$ cat src/rtl/handshake_rr_arbiter_pkg.sv
// Shared types and default sizing for the round-robin handshake arbiter and its output FIFO.
package handshake_rr_arbiter_pkg;

   localparam int NUM_IN = 3;
   localparam int WIDTH  = 4;
   localparam int DEPTH  = 2;
   localparam int SRC_W  = 2;

   typedef logic [SRC_W-1:0] src_t;

   typedef struct packed {
      logic [WIDTH-1:0] data;
      src_t             src;
   } entry_t;

   // Next round-robin start position after channel idx wins, wrapping at n.
   function automatic src_t rr_next(src_t idx, int n);
      if (int'(idx) >= n - 1) begin
         return '0;
      end
      return idx + src_t'(1);
   endfunction

endpackage

$ cat src/rtl/handshake_fifo.sv
// Output FIFO holding {data, src} entries; head is forced to zero while empty.
module handshake_fifo
   import handshake_rr_arbiter_pkg::*;
#(
   parameter int unsigned DataW = 4,
   parameter int unsigned Depth = 2
) (
   input  logic             clk_i,
   input  logic             rst_i,
   input  logic             push_i,
   input  logic [DataW-1:0] push_data_i,
   input  src_t             push_src_i,
   input  logic             pop_i,
   output logic             full_o,
   output logic             valid_o,
   output logic [DataW-1:0] head_data_o,
   output src_t             head_src_o
);

   localparam int unsigned PtrW = (Depth > 1) ? $clog2(Depth) : 1;
   localparam int unsigned CntW = $clog2(Depth + 1);

   typedef logic [PtrW-1:0] ptr_t;

   logic [DataW-1:0] data_q [Depth];
   src_t             src_q  [Depth];
   ptr_t             wr_ptr_q, wr_ptr_d;
   ptr_t             rd_ptr_q, rd_ptr_d;
   logic [CntW-1:0]  count_q, count_d;
   logic             full, empty, do_push, do_pop;

   function automatic ptr_t ptr_inc(ptr_t p);
      if (p == ptr_t'(Depth - 1)) begin
         return '0;
      end
      return p + ptr_t'(1);
   endfunction

   always_comb begin
      full     = (count_q == CntW'(Depth));
      empty    = (count_q == '0);
      // A pop never frees a slot for a push in the same cycle.
      do_push  = push_i & ~full;
      do_pop   = pop_i & ~empty;
      wr_ptr_d = do_push ? ptr_inc(wr_ptr_q) : wr_ptr_q;
      rd_ptr_d = do_pop ? ptr_inc(rd_ptr_q) : rd_ptr_q;
      count_d  = count_q;
      if (do_push && !do_pop) begin
         count_d = count_q + CntW'(1);
      end else if (!do_push && do_pop) begin
         count_d = count_q - CntW'(1);
      end
   end

   always_ff @(posedge clk_i) begin
      if (rst_i) begin
         wr_ptr_q <= '0;
         rd_ptr_q <= '0;
         count_q  <= '0;
      end else begin
         wr_ptr_q <= wr_ptr_d;
         rd_ptr_q <= rd_ptr_d;
         count_q  <= count_d;
      end
   end

   always_ff @(posedge clk_i) begin
      if (!rst_i && do_push) begin
         data_q[wr_ptr_q] <= push_data_i;
         src_q[wr_ptr_q]  <= push_src_i;
      end
   end

   always_comb begin
      full_o      = full;
      valid_o     = ~empty;
      head_data_o = '0;
      head_src_o  = '0;
      if (!empty) begin
         head_data_o = data_q[rd_ptr_q];
         head_src_o  = src_q[rd_ptr_q];
      end
   end

endmodule

$ cat src/rtl/handshake_rr_arbiter.sv
// Round-robin arbiter merging NUM_IN valid/ready channels into one buffered output stream.
module handshake_rr_arbiter
   import handshake_rr_arbiter_pkg::src_t;
   import handshake_rr_arbiter_pkg::rr_next;
#(
   parameter int NUM_IN = handshake_rr_arbiter_pkg::NUM_IN,
   parameter int WIDTH  = handshake_rr_arbiter_pkg::WIDTH,
   parameter int DEPTH  = handshake_rr_arbiter_pkg::DEPTH
) (
   input  logic                    CLK,
   input  logic                    RESET,
   input  logic [NUM_IN-1:0]       handshake_arr_valid,
   output logic [NUM_IN-1:0]       handshake_arr_ready,
   input  logic [NUM_IN*WIDTH-1:0] handshake_arr_data,
   output logic                    handshake_valid,
   input  logic                    handshake_ready,
   output logic [WIDTH-1:0]        out_data,
   output logic [1:0]              out_src,
   output logic [7:0]              xfer_count
);

   src_t             rr_ptr_q, rr_ptr_d;
   src_t             gnt_idx;
   logic             gnt_vld;
   logic             fifo_full;
   logic             push, pop;
   logic [WIDTH-1:0] push_data;
   src_t             head_src;
   logic [7:0]       xfer_q, xfer_d;

   // First valid channel at or after rr_ptr_q, searching upward modulo NUM_IN.
   always_comb begin
      gnt_vld = 1'b0;
      gnt_idx = '0;
      for (int k = 0; k < NUM_IN; k++) begin
         for (int i = 0; i < NUM_IN; i++) begin
            if (!gnt_vld && handshake_arr_valid[i] && (i == (int'(rr_ptr_q) + k) % NUM_IN)) begin
               gnt_vld = 1'b1;
               gnt_idx = src_t'(i);
            end
         end
      end
   end

   always_comb begin
      handshake_arr_ready = '0;
      push_data           = '0;
      for (int i = 0; i < NUM_IN; i++) begin
         if (gnt_idx == src_t'(i)) begin
            handshake_arr_ready[i] = gnt_vld & ~fifo_full;
            push_data              = handshake_arr_data[i*WIDTH +: WIDTH];
         end
      end
      push     = |(handshake_arr_valid & handshake_arr_ready);
      pop      = handshake_valid & handshake_ready;
      rr_ptr_d = push ? rr_next(gnt_idx, NUM_IN) : rr_ptr_q;
      xfer_d   = pop ? xfer_q + 8'd1 : xfer_q;
   end

   always_ff @(posedge CLK) begin
      if (RESET) begin
         rr_ptr_q <= '0;
         xfer_q   <= '0;
      end else begin
         rr_ptr_q <= rr_ptr_d;
         xfer_q   <= xfer_d;
      end
   end

   handshake_fifo #(
      .DataW (WIDTH),
      .Depth (DEPTH)
   ) u_fifo (
      .clk_i       (CLK),
      .rst_i       (RESET),
      .push_i      (push),
      .push_data_i (push_data),
      .push_src_i  (gnt_idx),
      .pop_i       (pop),
      .full_o      (fifo_full),
      .valid_o     (handshake_valid),
      .head_data_o (out_data),
      .head_src_o  (head_src)
   );

   assign out_src    = head_src;
   assign xfer_count = xfer_q;

   a_ready_onehot: assert property (@(posedge CLK) $onehot0(handshake_arr_ready));

endmodule

$ cat config.mk
export PLATFORM = sky130hd
export DESIGN_NAME = handshake_rr_arbiter
export DESIGN_NICKNAME = d
export VERILOG_FILES = /design/src/rtl/handshake_rr_arbiter_pkg.sv /design/src/rtl/handshake_fifo.sv /design/src/rtl/handshake_rr_arbiter.sv
export SDC_FILE = /design/constraint.sdc
export NUM_CORES = 1
export LEC_CHECK = 0
export BUFFER_PORTS_ARGS = -buffer_cell sky130_fd_sc_hd__buf_2
export CAP_MARGIN = 10
export CORE_MARGIN = 2
export CORE_UTILIZATION = 51
export CTS_BUF_LIST = sky130_fd_sc_hd__clkbuf_8 sky130_fd_sc_hd__clkbuf_16
export DETAILED_ROUTE_END_ITERATION = 10
export PLACE_DENSITY = 0.87
export SYNTH_ARGS = -nofsm -noshare
export SYNTH_HDL_FRONTEND = slang
export SYNTH_HIERARCHICAL = 1
export SYNTH_SLANG_ARGS = --single-unit
$ cat constraint.sdc
create_clock -name CLK -period 3.1 [get_ports CLK]
set_clock_uncertainty 0.15 [all_clocks]
set_input_delay 0.31 -clock CLK [delete_from_list [all_inputs] [get_ports CLK]]
set_output_delay 0.31 -clock CLK [all_outputs]
set_load 0.01 [all_outputs]
# Word-level counts from Yosys, hierarchy flattened
# Memory sizes are Yosys's and may differ from the RTL's. A register that Yosys moved wholly into a read port is not among the register bits.
# Index checks and enable logic that the tools add are counted.
# totals
register_bits	14
ram_bits	12
in_bits	18
word_cells	115
mem_count	2
# mem_list
name	words	word_bits	read_ports	rd_ports_with_merged_regs	write_ports	line	rtl
u_fifo.data_q	2	4	1	1	1	handshake_fifo.sv:25	logic [DataW-1:0] data_q [Depth];
u_fifo.src_q	2	2	1	1	1	handshake_fifo.sv:26	src_t src_q [Depth];
# op_classes
n_addsub	8
n_div	3
n_lt_le_gt_ge	1
eq_ne	9
muxes	42
bitwise_logic	7
n_reduce_logical	38
# op_table
op	count
$eq A2 B32 Y1 const A	3
$eq A3 B32 Y1 const A	3
$logic_not A32 Y1	3
$mod A32 B3 Y32 const B	2
$mod A3 B3 Y32 const B	1
$mux W1	26
$mux W2	12
$logic_and A1 B1 Y1	20
$mux W4	4
$logic_not A1 Y1	11
$add A8 B1 Y8 const B	1
$add A2 B1 Y2 const B	2
$and A1 B1 Y1	4
$eq A2 B2 Y1 const B	2
$logic_not A2 Y1	2
$add A2 B1 Y3 const B	1
$add A2 B2 Y3 const B	1
$and A3 B3 Y3	1
$reduce_or A3 Y1	1
$add A1 B1 Y1 const B	2
$eq A2 B1 Y1 const B	1
$ge A2 B2 Y1 const B	1
$not A1 Y1	2
$reduce_bool A2 Y1	1
$sub A2 B1 Y2 const B	1

# Longest topological paths before layout
# depth
word_depth	45
mapped_depth	11
mapped_depth_nobuf	11

# Hierarchy
# Netlist, hierarchy kept.
# by_module_without_submodules
mod	instances	cells_each	area_per_inst_um2
handshake_fifo	1	52	678.2
handshake_rr_arbiter	1	73	650.6

# Worst setup path after synthesis
# Ideal clock, no wire load.
# synth_timing
path_kind	register to register
startpoint	reg rr_ptr_q[0]
endpoint	reg u_fifo.count_q[1]
t_arrival_ns	2.255
path_slack_ns	0.625
path_stages_with_launch	11
path_buffers	0
synth_period_minus_slack_ns	2.475
cell_sequence	dfxtp_1 inv_1 ha_1 nor3_1 or3_1 inv_1 nand2b_1 inv_1 ha_1 or3_1 a21oi_1
# synth_between
elab_chain_len	44
word_cells_on_any_way	71
classes_between	add/sub: 2; div: 3; eq/ne: 8; mux: 21; bitwise: 3; reduce/logical: 34
# synth_rtl
element	line	rtl
start, declared	handshake_rr_arbiter.sv:22	src_t rr_ptr_q, rr_ptr_d;
start signal, assigned	handshake_rr_arbiter.sv:65	rr_ptr_q <= rr_ptr_d;
branches (longest 38 deep; another with $mod A32 B3 Y32)	n/a	
$and A3 B3 Y3 (*)	handshake_rr_arbiter.sv:54	push = |(handshake_arr_valid & handshake_arr_ready);
$reduce_or A3 Y1 (*)	handshake_rr_arbiter.sv:54	
named net push	handshake_rr_arbiter.sv:26	logic push, pop;
$and A1 B1 Y1 (*)	handshake_fifo.sv:43	do_push = push_i & ~full;
named net u_fifo.do_push	handshake_fifo.sv:30	logic full, empty, do_push, do_pop;
$logic_not A1 Y1	handshake_fifo.sv:50	end else if (!do_push && do_pop) begin
$logic_and A1 B1 Y1	handshake_fifo.sv:50	
$reduce_bool A2 Y1 (no line)	n/a	
end signal, assigned	handshake_fifo.sv:63	count_q <= count_d;
end, declared	handshake_fifo.sv:29	logic [CntW-1:0] count_q, count_d;
# Mark *: on every way through the listed nets, which the timed path passes.
# A chain may end at the register's enable or synchronous reset.

# Worst setup path after layout
# Ends and elaborated chain as after synthesis.

==> flow_summary.toml <==
[cts]
cts_tree = "done"
cts_setup_buffers = 0
htree_levels = 1
ctsResizeCount = 0
cts_hold_buf = 0
clk_path_buf_depth = 2
cts-root-buf = "clkbuf_8"
clk_latency_ns = 0.27
clk_pin_slew_worst_paths_ns = 0.09
clock-sinks = 27
cts_made_buffers = 3

[routing]
drc = 0
totalWireLength_um = 2650
ant_nets = 0
drt_iter0_drc = 32
dr.pass1.iters = 4
vias_per_cell = 5.36
wl_per_cell_um = 13.7
vias = 1034

[floorplanning]
coreArea_um2 = 2480
pin_count = 36
dieArea_um2 = 3030
fp.dieW_um = 55.0
die_y_um = 55.0
start_util = 0.536
fp-row-count = 18

[timing]
hold_viol_final = 0
setup_viol = 0
tns_ns = 0
slew_headroom = 0.590
layout_min_cycle_time_ns = 2.71
rsz0062_at_grt = "false"
drv_slew = 0
fin_hold_ws_ns = 0.204
fin_crit_sh = 0.874
clock.fmax_mhz = 369
worstMarginPinSlew_ns = 0.615

[status]
status = "complete, no violations"

[final_layout]
area_delta_synth_final_pct = 19.7
diodes = 0
mostFrequentLayoutCells = "35 x buf_2, 21 x nor2_1, 15 x dfxtp_1, 12 x edfxtp_1, 9 x xor2_1"
final_nets = 186
drive_above_1_share = 0.325
mostFrequentLayoutCell = "buf_2"

[worst_hold_path]
hp-class = "input pin to flop"
hold_start = "handshake_arr_data[3]"
hold_depth = 2
whs_endpoint = "u_fifo/data_q[1][3]"

[grt]
grtUsageTotal = 0.194
grt_pass1_wl_um = 4060
grt_pass1_vias = 916
grt-ovfl-total = 0
antenna_found_initial = 0
grt_max_degree = 19

[power]
power_frac_comb = 0.450
switching_power_uw = 489
powerDensity_nw_per_um2 = 822
intPower_uw = 818
ir_drop_uv = 558
clockPowerShare = 0.151
switching_share = 0.374
power_frac_seq = 0.399
leakage_uw = 0.000707

[logic_synthesis]
synthAdderAreaFrac = 0.0377
synth.area.mux_share = 0.0866
synth_compound_area_frac = 0.0970
synth_cell_type_count = 30
synth-seq-cells = 27
synthFlopType = "dfxtp_1"
yosys.area_share.simple = 0.184
synthCells = 125
synth_xor_area_frac = 0.0659
synthArstFlopShare = 0
ys_seq_area_frac = 0.497
synth_top_family_by_area = "simple AND/OR/NAND/NOR gates"
ys_warn_count = 6
synth_area_per_cell_um2 = 10.6
synth-edff-count = 12
synth_nets = 147
syn_area_um2 = 1330

[setup_path]
cp.arrival_ns = 2.77
cp_max_fo = 5
reg2reg_setup_slack_ns = 0.39
reg2reg_to = "u_fifo/count_q[1]"
cp-start-kind = "flop"
worstSetupEndpointType = "flop"
path_class = "flop to flop"
cp.required_ns = 3.16
reg2reg_depth = 10
r2r-start = "rr_ptr_q[0]"

[job]
drv_cap = 0

[place]
place.gp.congestion = 0.756
port_buffers = 35
hpwlAfterDp_um = 1990
-- worst max-delay path by stage --
| stage | from | end | slack [ns] | depth (start not counted) |
|---|---|---|---|---|
| floorplan | rr_ptr_q[0] | u_fifo/count_q[1] | 0.63 | 10 |
| global placement | rr_ptr_q[0] | u_fifo/count_q[1] | 0.56 | 10 |
| detailed placement | rr_ptr_q[0] | u_fifo/count_q[1] | 0.43 | 10 |
| CTS | rr_ptr_q[0] | u_fifo/count_q[1] | 0.41 | 10 |
| global route | rr_ptr_q[0] | u_fifo/count_q[1] | 0.27 | 10 |
| finish | rr_ptr_q[0] | u_fifo/count_q[1] | 0.39 | 10 |
-- logic make-up (layout without fill, tap and decap cells) --
group | Yosys count | count (layout)
fa+ha+maj | 4 | 4
flops | 27 | 27
xor+xnor | 10 | 10
buf+inv | 11 | 49
simple gates | 49 | 49
mux | 11 | 11
compound gates | 13 | 13
-- state kept, by name, indices dropped and copies added (netlist names), named ones only --
name,cells
u_fifo/src_q,4
u_fifo/count_q,2
xfer_count,8
u_fifo/rd_ptr_q,1
u_fifo/wr_ptr_q,1
rr_ptr_q,2
u_fifo/data_q,8
-- power groups by stage --
| stage | Sequential, uW | Combinational (uW) | Clock [uW] |
|---|---|---|---|
| final | 521 | 588 | 198 |
| after global routing | 528 | 643 | 217 |
| after CTS | 521 | 587 | 203 |
| after detailed placement | 528 | 577 | 0 |
| after global placement | 521 | 546 | 0 |
| after floorplan | 513 | 425 | 0 |
-- metal layers --
layer / global-route usage / part of all wire / up-vias
li1: - / - / 511
met1: 0.223 / 0.42 / 483
met2: 0.343 / 0.52 / 34
met3: 0.0430 / 0.040 / 6
met4: 0.0854 / 0.020 / 0
met5: 0 / 0 / -
-- cell type report --
| class | instances | area (um2) |
|---|---|---|
| fill | 200 | 887 |
| sequential | 27 | 661 |
| multi-input combinational | 87 | 626 |
| timing repair buffer | 37 | 190 |
| clock buffer | 3 | 41.3 |
| tap | 30 | 37.5 |
| inverter | 8 | 30.0 |
| clock inverter | 1 | 5.00 |
-- critical path, cell delays in order (launching register included) --
cell	delay, ns
dfxtp_1	0.35
inv_1	0.06
ha_1	0.32
nor3_1	0.38
or3_1	0.26
inv_1	0.10
nand2b_1	0.13
inv_1	0.06
ha_1	0.32
or3_1	0.38
a21oi_1	0.14
-- per-stage QoR --
step | utilization | cells | area (um2) | total power, uW | setup WS, ns
after floorplan | - | 125 | 1330 | 938 | 0.625
after global placement | 0.623 | 189 | 1540 | 1070 | 0.563
after detailed placement | 0.623 | 189 | 1540 | 1110 | 0.431
after CTS | 0.642 | 193 | 1590 | 1310 | 0.415
after global routing | 0.642 | 193 | 1590 | 1390 | 0.270
final | 0.642 | 193 | 1590 | 1310 | 0.390
-- synth_stat cells (4+ instances only) --
| master | number | area [um2] |
|---|---|---|
| inv_1 | 8 | 30.0 |
| mux2i_1 | 7 | 70.1 |
| nand4_1 | 4 | 25.0 |
| ha_1 | 4 | 50.1 |
| dfxtp_1 | 15 | 300 |
| mux2_2 | 4 | 45.0 |
| xor2_1 | 9 | 78.8 |
| nor3_1 | 4 | 20.0 |
| nand2_1 | 5 | 18.8 |
| edfxtp_1 | 12 | 360 |
| nor2_1 | 21 | 78.8 |
No activity file was read; power rests on OpenSTA's default activity.
